[src/rtl/mmio_uart_tx.sv]
// mmio_uart_tx: memory-mapped 8N1 UART transmitter with a TX FIFO.
// Registers live in a 16-byte window at BASE_ADDR: TXDATA, STATUS, DIV, CTRL.
// Optional parity bit: define UART_TX_PARITY_EN to add a PARITY state
// (even parity, CTRL bit2 selects odd).
module mmio_uart_tx #(
  parameter logic [31:0] BASE_ADDR  = 32'hFFFF_0000,
  parameter int          FIFO_DEPTH = 8,
  parameter logic [15:0] DIV_RESET  = 16'd867
) (
  input  logic        clk,
  input  logic        rst,
  input  logic        mem_wen,
  input  logic        mem_ren,
  input  logic [31:0] mem_addr,
  input  logic [31:0] mem_data_i,
  output logic [31:0] mem_data_o,
  output logic        sel_hit,
  output logic        uart_txd,
  output logic        irq
);

  // state  | meaning
  // IDLE   | line idle high, waiting for enable and a queued byte
  // START  | driving start bit (0)
  // DATA   | driving 8 data bits, LSB first
  // PARITY | driving parity bit (parity build only)
  // STOP   | driving stop bit (1); may chain straight into START
  typedef enum logic [2:0] {IDLE, START, DATA, PARITY, STOP} state_t;

  localparam int AW = $clog2(FIFO_DEPTH);
  localparam int CW = AW + 1;

  logic [7:0]    fifo_mem [FIFO_DEPTH];
  logic [AW-1:0] wr_ptr, rd_ptr;
  logic [CW-1:0] count;
  logic          full, empty;

  logic [15:0]   div_q, reload_q, timer_q;
  logic          enable_q, irq_en_q, overflow_q;
  state_t        state_q, state_d;
  logic [7:0]    shift_q;
  logic [2:0]    bit_cnt_q;
  logic [1:0]    offset;
  logic          wr_hit, push_req, push_ok, pop, bit_done, busy;
  logic [31:0]   status;
  logic          unused_bits;

`ifdef UART_TX_PARITY_EN
  logic          odd_q, parity_q;
`endif

  assign sel_hit     = (mem_addr[31:4] == BASE_ADDR[31:4]);
  assign offset      = mem_addr[3:2];
  assign wr_hit      = mem_wen & sel_hit;
  assign push_req    = wr_hit & (offset == 2'd0);
  assign full        = (count == CW'(FIFO_DEPTH));
  assign empty       = (count == '0);
  assign push_ok     = push_req & ~full;
  assign bit_done    = (timer_q == 16'd0);
  assign busy        = (state_q != IDLE);
  assign irq         = irq_en_q & empty & ~busy;
  assign unused_bits = ^{mem_addr[1:0], mem_data_i[31:16]};

  // FIFO storage; contents need no reset since the pointers define validity
  always_ff @(posedge clk) begin
    if (push_ok) fifo_mem[wr_ptr] <= mem_data_i[7:0];
  end

  // FIFO pointers and occupancy; full is judged before any same-cycle pop
  always_ff @(posedge clk or negedge rst) begin
    if (!rst) begin
      wr_ptr <= '0;
      rd_ptr <= '0;
      count  <= '0;
    end else begin
      if (push_ok) wr_ptr <= wr_ptr + 1'b1;
      if (pop)     rd_ptr <= rd_ptr + 1'b1;
      case ({push_ok, pop})
        2'b10:   count <= count + 1'b1;
        2'b01:   count <= count - 1'b1;
        default: count <= count;
      endcase
    end
  end

  // Configuration registers and sticky overflow flag
  always_ff @(posedge clk or negedge rst) begin
    if (!rst) begin
      div_q      <= DIV_RESET;
      enable_q   <= 1'b0;
      irq_en_q   <= 1'b0;
      overflow_q <= 1'b0;
`ifdef UART_TX_PARITY_EN
      odd_q      <= 1'b0;
`endif
    end else begin
      if (wr_hit) begin
        case (offset)
          2'd1: if (mem_data_i[3]) overflow_q <= 1'b0;
          2'd2: div_q <= mem_data_i[15:0];
          2'd3: begin
            enable_q <= mem_data_i[0];
            irq_en_q <= mem_data_i[1];
`ifdef UART_TX_PARITY_EN
            odd_q    <= mem_data_i[2];
`endif
          end
          default: ;
        endcase
      end
      if (push_req && full) overflow_q <= 1'b1;
    end
  end

  // FSM state register
  always_ff @(posedge clk or negedge rst) begin
    if (!rst) state_q <= IDLE;
    else      state_q <= state_d;
  end

  // FSM next state, pop request and line level
  always_comb begin
    state_d  = state_q;
    pop      = 1'b0;
    uart_txd = 1'b1;
    case (state_q)
      IDLE: begin
        if (enable_q && !empty) begin
          pop     = 1'b1;
          state_d = START;
        end
      end
      START: begin
        uart_txd = 1'b0;
        if (bit_done) state_d = DATA;
      end
      DATA: begin
        uart_txd = shift_q[0];
        if (bit_done && bit_cnt_q == 3'd7) begin
`ifdef UART_TX_PARITY_EN
          state_d = PARITY;
`else
          state_d = STOP;
`endif
        end
      end
`ifdef UART_TX_PARITY_EN
      PARITY: begin
        uart_txd = parity_q;
        if (bit_done) state_d = STOP;
      end
`endif
      STOP: begin
        if (bit_done) begin
          if (enable_q && !empty) begin
            pop     = 1'b1;
            state_d = START;
          end else begin
            state_d = IDLE;
          end
        end
      end
      default: state_d = IDLE;
    endcase
  end

  // Bit timer (down-counter reloaded from the DIV value latched at pop) and shifter
  always_ff @(posedge clk or negedge rst) begin
    if (!rst) begin
      shift_q   <= 8'h00;
      timer_q   <= 16'd0;
      reload_q  <= 16'd0;
      bit_cnt_q <= 3'd0;
`ifdef UART_TX_PARITY_EN
      parity_q  <= 1'b0;
`endif
    end else if (pop) begin
      shift_q   <= fifo_mem[rd_ptr];
      timer_q   <= div_q;
      reload_q  <= div_q;
      bit_cnt_q <= 3'd0;
`ifdef UART_TX_PARITY_EN
      parity_q  <= (^fifo_mem[rd_ptr]) ^ odd_q;
`endif
    end else if (busy) begin
      if (bit_done) begin
        timer_q <= reload_q;
        if (state_q == DATA) begin
          shift_q   <= shift_q >> 1;
          bit_cnt_q <= bit_cnt_q + 3'd1;
        end
      end else begin
        timer_q <= timer_q - 16'd1;
      end
    end
  end

  // Combinational read mux so the CPU can load status in the same cycle
  always_comb begin
    status           = 32'h0;
    status[0]        = full;
    status[1]        = empty;
    status[2]        = busy;
    status[3]        = overflow_q;
    status[8 +: CW]  = count;
    mem_data_o       = 32'h0;
    if (mem_ren && sel_hit) begin
      case (offset)
        2'd1: mem_data_o = status;
        2'd2: mem_data_o = {16'h0, div_q};
`ifdef UART_TX_PARITY_EN
        2'd3: mem_data_o = {29'h0, odd_q, irq_en_q, enable_q};
`else
        2'd3: mem_data_o = {30'h0, irq_en_q, enable_q};
`endif
        default: mem_data_o = 32'h0;
      endcase
    end
  end

endmodule

[config.mk]
export PLATFORM = sky130hd
export DESIGN_NAME = mmio_uart_tx
export DESIGN_NICKNAME = d
export VERILOG_FILES = /design/src/rtl/mmio_uart_tx.sv
export SDC_FILE = /design/constraint.sdc
export NUM_CORES = 1
export LEC_CHECK = 0
export ABC_AREA = 1
export BUFFER_PORTS_ARGS = -buffer_cell sky130_fd_sc_hd__buf_4
export CORE_ASPECT_RATIO = 0.7
export CORE_MARGIN = 2
export CORE_UTILIZATION = 57
export DETAILED_ROUTE_END_ITERATION = 6
export PLACE_DENSITY_LB_ADDON = 0.12
export SETUP_SLACK_MARGIN = 0.1
export SLEW_MARGIN = 15
export SYNTH_ARGS = -nofsm -noshare
export SYNTH_HDL_FRONTEND = slang
export SYNTH_SLANG_ARGS = --single-unit
[constraint.sdc]
create_clock -name clk -period 3 [get_ports clk]
set_input_delay 0.6 -clock clk [delete_from_list [all_inputs] [get_ports clk]]
set_output_delay 0.6 -clock clk [all_outputs]
set_load 0.1 [all_outputs]
* Yosys cells after proc, flatten, opt, wreduce, memory -nomap -nowiden *
Memories as Yosys holds them, arrays and structs flattened.
Cells that the tools add are included.
W data, S select, Z words.

cells by class
  add/subtract/negate cells = 6
  eq/ne operators = 15
  muxes and demuxes = 30
  bitwise operators = 7
  reductions and logical operators = 22

operator list
  kind                     number
  $mux W16                 4
  $pmux W16 S3             1
  $mux W8                  4
  $eq A28 B28 Y1 const B   1
  $mux W3                  8
  $logic_not A16 Y1        1
  $sub A16 B1 Y16 const B  1
  $reduce_bool A2 Y1       7
  $pmux W3 S4              1
  $add A3 B1 Y3 const B    3
  $mux W1                  9
  $ne A2 B2 Y1 const B     4
  $pmux W4 S2              1
  $eq A2 B2 Y1 const B     3
  $eq A3 B3 Y1 const B     2
  $reduce_and A3 Y1        2
  $and A1 B1 Y1            5
  $add A4 B1 Y4 const B    1
  $eq A2 B1 Y1 const B     2
  $eq A4 B4 Y1 const B     1
  $logic_and A1 B1 Y1      4
  $logic_not A4 Y1         1
  $pmux W1 S2              2
  $reduce_and A2 Y1        2
  other kinds (9)          10

storage, ports and cells
  register bits = 75
  memory bits (writable) = 64
  input bits = 68
  output and inout port bits = 35
  logic and storage cells = 93
  memories = 1

memory list
  memory    words  bits a word  rd ports  clocked after Yosys merged registers in  wr ports  line  RTL
  fifo_mem  8      8            1         0                                        1         33    logic [7:0] fifo_mem [FIFO_DEPTH];

* Logic depth before layout (Yosys ltp) *
  depth after elaboration = 8
  depth in mapped cells = 17
  mapped depth without buffers = 16

* Worst setup path after synthesis *
Ideal clock, no wire load.

  kind = input to output
  from = in mem_addr[11]
  to = out mem_data_o[13]
  arrival time = 3990 ps
  required time = 2400 ps
  path slack = -1590 ps
  stages = 8
  buffers on the path = 1
  cell sequence = nor2_1 nand2_1 nor2_1 nand2_1 nor2_4 nand2_1 clkbuf_1 nor3_1

on the way
  cells in the longest elaborated chain, start to end = 3

RTL lines
  what                 line  RTL
  start: declaration   14    input logic [31:0] mem_addr,
  $eq A28 B28 Y1       52    assign sel_hit = (mem_addr[31:4] == BASE_ADDR[31:4]);
  net sel_hit          17    output logic sel_hit,
  $logic_and A1 B1 Y1  207   if (mem_ren && sel_hit) begin
  $mux W16             207
  end: declaration     16    output logic [31:0] mem_data_o,

The timed path passes the listed nets, and every way through them passes these cells.

* Final worst setup path *
  from = in mem_addr[13]
  to = out mem_data_o[13]

on the way
  cells in the longest elaborated chain, start to end = 3

RTL lines
  what                 line
  $eq A28 B28 Y1       52
  $logic_and A1 B1 Y1  207
  $mux W16             207

No other way between the ends.

==> impl_metrics.yaml <==
routing:
  met2_length_um: 7110
  route.detailed.drc: 0
  vias: 5633
  wl_met1_um: 7770
  drt-initial-drc-count: 430
  post_route_ant_nets: 0
  met3_length_um: 1060
  finalWirelength_um: 16100
  drt_first_pass_iters: 5
  wl_per_cell_um: 15.5
  highest_routing_layer_actually_used: "met4"
  via_per_inst: 5.42
clocking:
  clockRootBuffer: "sky130_fd_sc_hd__clkbuf_16"
  cts_tree: "yes"
  cts.clk_slew.worst_paths_ps: 60
  post_cts_buffers: 0
  cts_inserted_buffers: 17
  postCtsResizedCells: 0
  clk_path_buf_depth: 2
  hold_buffers: 0
  cts_htree_levels: 4
  numClockSinks: 139
  clock_latency_ps: 420
floorplanning:
  placement_rows: 33
  die_h_um: 96.0
  core_region_area_um2: 11700
  dieArea_um2: 13000
  floorplan.initialDensity: 0.587
  io-pin-count: 103
  horizontal_extent_of_the_die_um: 135
place:
  pre_cts_ws_ps: 234
  post-dp-hpwl_um: 11200
  postPlaceCellArea_um2: 7690
  portBuffers: 68
  final_replace_weighted_congestion: 0.899
worst_setup_path:
  reg2reg_depth: 14
  ff2ff_setup_slack_ps: 550
  r2r_end: "count[2]"
  crit_type: "in2out"
  cp_data_required_time_ps: 2400
  rr_startpoint: "timer_q[0]"
  startpoint_type: "input pin"
  crit_arrival_ps: 2140
  worst_setup_path_end_kind: "output port"
  crit_path_max_fanout: 16
grt:
  grt_util_all_layers: 0.262
  grt_first_pass_wirelength_um: 25700
  antenna_found_initial: 0
  grt_remaining_overflow: 0
  vias_in_the_first_global_route: 5225
  pin_count_of_the_biggest_net_entering_global_routing: 76
timing:
  timing_hold_violations_final: 0
  fmax_ghz: 0.364
  finalSetupViolations: 0
  final.setup.worst_slack_ps: 256
  worst_hold_slack_after_final_layout_ps: 308
  final_max_slew_viol_count: 0
  grt_setup_unrepaired: "false"
  period_minus_slack_ps: 2740
  worst-slew-pin-transition_ps: 954
  finalClockSkew_ps: 9.33
  setup-tns-final_ps: 0
  maxSlewHeadroom: 0.364
  layout_worst_path_cycle_share: 0.915
power_and_ir_drop:
  irDropWorstVdd_mv: 0.495
  report.power.total_uw: 4640
  power_density_nw_per_um2: 560
  cellLeakagePower_uw: 0.00374
logic_synthesis:
  synth_enable_flop_cells: 64
  synth_flop_cell: "sky130_fd_sc_hd__dfrtp_1"
  yosys_register_bits: 139
  mapped_cells: 796
  synth-seq-area-share: 0.553
  netlist_area_um2: 6890
  post_synthesis_area_per_instance_um2: 8.65
  synth.yosys.warnings: 0
  synthDistinctLibCells: 35
  postSynth.asyncResetShare: 0.540
layout:
  drive_gt1_frac: 0.180
  antenna_cells: 0
  nNetsFinal: 945
  syn_to_final_growth_pct: 20.3
  postLayoutCellArea_um2: 8290
  fillers: 898
worst_hold_path:
  timing.hold.worst.class: "in2async"
run:
  timing.max_cap.violations: 0
outcome:
  status: "finished, final reports clean"
synthesized netlist by cell type, types with 7 or more instances:
cell type,n,area (µm²)
sky130_fd_sc_hd__buf_2,8,40.0
sky130_fd_sc_hd__a21oi_1,37,185
sky130_fd_sc_hd__nand2_1,219,822
sky130_fd_sc_hd__clkbuf_1,13,48.8
sky130_fd_sc_hd__nor2_1,121,454
sky130_fd_sc_hd__dfrtp_1,69,1730
sky130_fd_sc_hd__o21ai_0,69,345
sky130_fd_sc_hd__edfxtp_1,64,1920
sky130_fd_sc_hd__o21ai_1,14,70.1
sky130_fd_sc_hd__ha_1,8,100
sky130_fd_sc_hd__xor2_1,7,61.3
sky130_fd_sc_hd__inv_1,55,206
sky130_fd_sc_hd__buf_4,19,143
sky130_fd_sc_hd__nor3_1,11,55.1
sky130_fd_sc_hd__nand3_1,15,75.1
sky130_fd_sc_hd__o211ai_1,15,113
sequential cells by signal, indices dropped and copies added, names as in the netlist:
name	count
bit_cnt_q	3
count	4
div_q	16
enable_q	1
fifo_mem	64
irq_en_q	1
overflow_q	1
rd_ptr	3
reload_q	16
shift_q	8
state_q	3
timer_q	16
wr_ptr	3
per-layer routing:
| layer | global-route usage | up-vias |
|---|---|---|
| met1 | 0.387 | 2651 |
| met4 | 0.0851 | 0 |
| met3 | 0.0463 | 21 |
| met2 | 0.396 | 228 |
| met5 | 0 | - |
| li1 | - | 2733 |
critical path, stage by stage:
cell,delay (ps)
sky130_fd_sc_hd__buf_4,110
sky130_fd_sc_hd__nor2_1,160
sky130_fd_sc_hd__nand2_1,70
sky130_fd_sc_hd__nor2_1,90
sky130_fd_sc_hd__nand2_1,90
sky130_fd_sc_hd__nor2_4,150
sky130_fd_sc_hd__nand2_4,300
sky130_fd_sc_hd__nor3_4,260
sky130_fd_sc_hd__buf_4,310
cell type report:
type | instances | area (µm²) | share of cell area
inverters | 59 | 221 | 0.0267
repair buffers | 83 | 623 | 0.0752
well taps | 157 | 196 | 0.0237
multi-input cells | 569 | 2850 | 0.344
clock inverters | 12 | 135 | 0.0163
flip-flops and latches | 139 | 3810 | 0.459
clock buffers | 20 | 457 | 0.0551
cell usage in the layout (no fill, tap or decap), types with 4 or more instances in the layout:
cell type and instances:
sky130_fd_sc_hd__conb_1 16, sky130_fd_sc_hd__ha_1 7, sky130_fd_sc_hd__nor2_2 5, sky130_fd_sc_hd__nand4_1 4
sky130_fd_sc_hd__nand3_1 15, sky130_fd_sc_hd__xor2_1 7, sky130_fd_sc_hd__inv_6 6, sky130_fd_sc_hd__clkbuf_16 17
sky130_fd_sc_hd__inv_1 55, sky130_fd_sc_hd__buf_4 83, sky130_fd_sc_hd__dfstp_2 6, sky130_fd_sc_hd__o211ai_1 15
sky130_fd_sc_hd__nand2_1 217, sky130_fd_sc_hd__a21oi_4 5, sky130_fd_sc_hd__nand2_2 6, sky130_fd_sc_hd__o21ai_1 14
sky130_fd_sc_hd__a21oi_1 32, sky130_fd_sc_hd__nor2_4 8, sky130_fd_sc_hd__nor2_1 116, sky130_fd_sc_hd__dfrtp_1 69
sky130_fd_sc_hd__o21ai_0 69, sky130_fd_sc_hd__nand3b_1 4, sky130_fd_sc_hd__nor3_4 9, sky130_fd_sc_hd__edfxtp_1 64
sky130_fd_sc_hd__clkinv_1 4
report_power, final:
group	switching, µW	internal, µW	total [µW]
Sequential	9.98	2020	2030
Combinational	394	119	513
Clock	823	1280	2100
Total	1230	3410	4640
through the flow:
stage | instances | utilization
floorplan | 811 | -
global placement | 1007 | 0.656
detailed placement | 1007 | 0.656
CTS | 1039 | 0.707
global route | 1039 | 0.707
finish | 1039 | 0.707
how the worst max path moves through the flow:
stage | start | end | cells after the start
floorplan | mem_addr[30] | mem_data_o[13] | 6
global placement | mem_addr[13] | mem_data_o[13] | 9
detailed placement | mem_addr[13] | mem_data_o[13] | 9
CTS | mem_addr[13] | mem_data_o[13] | 9
global route | mem_addr[13] | mem_data_o[14] | 9
finish | mem_addr[13] | mem_data_o[13] | 9
kinds of logic after synthesis:
family,share of synthesized area
AOI/OAI and AO/OA,0.113
adders and majority gates,0.0145
xor gates and xnor gates,0.0127
buffers and inverters,0.0723
DFF,0.553
and+or+nand+nor,0.234
other,0.000544
(Power assumes the default switching activity.)
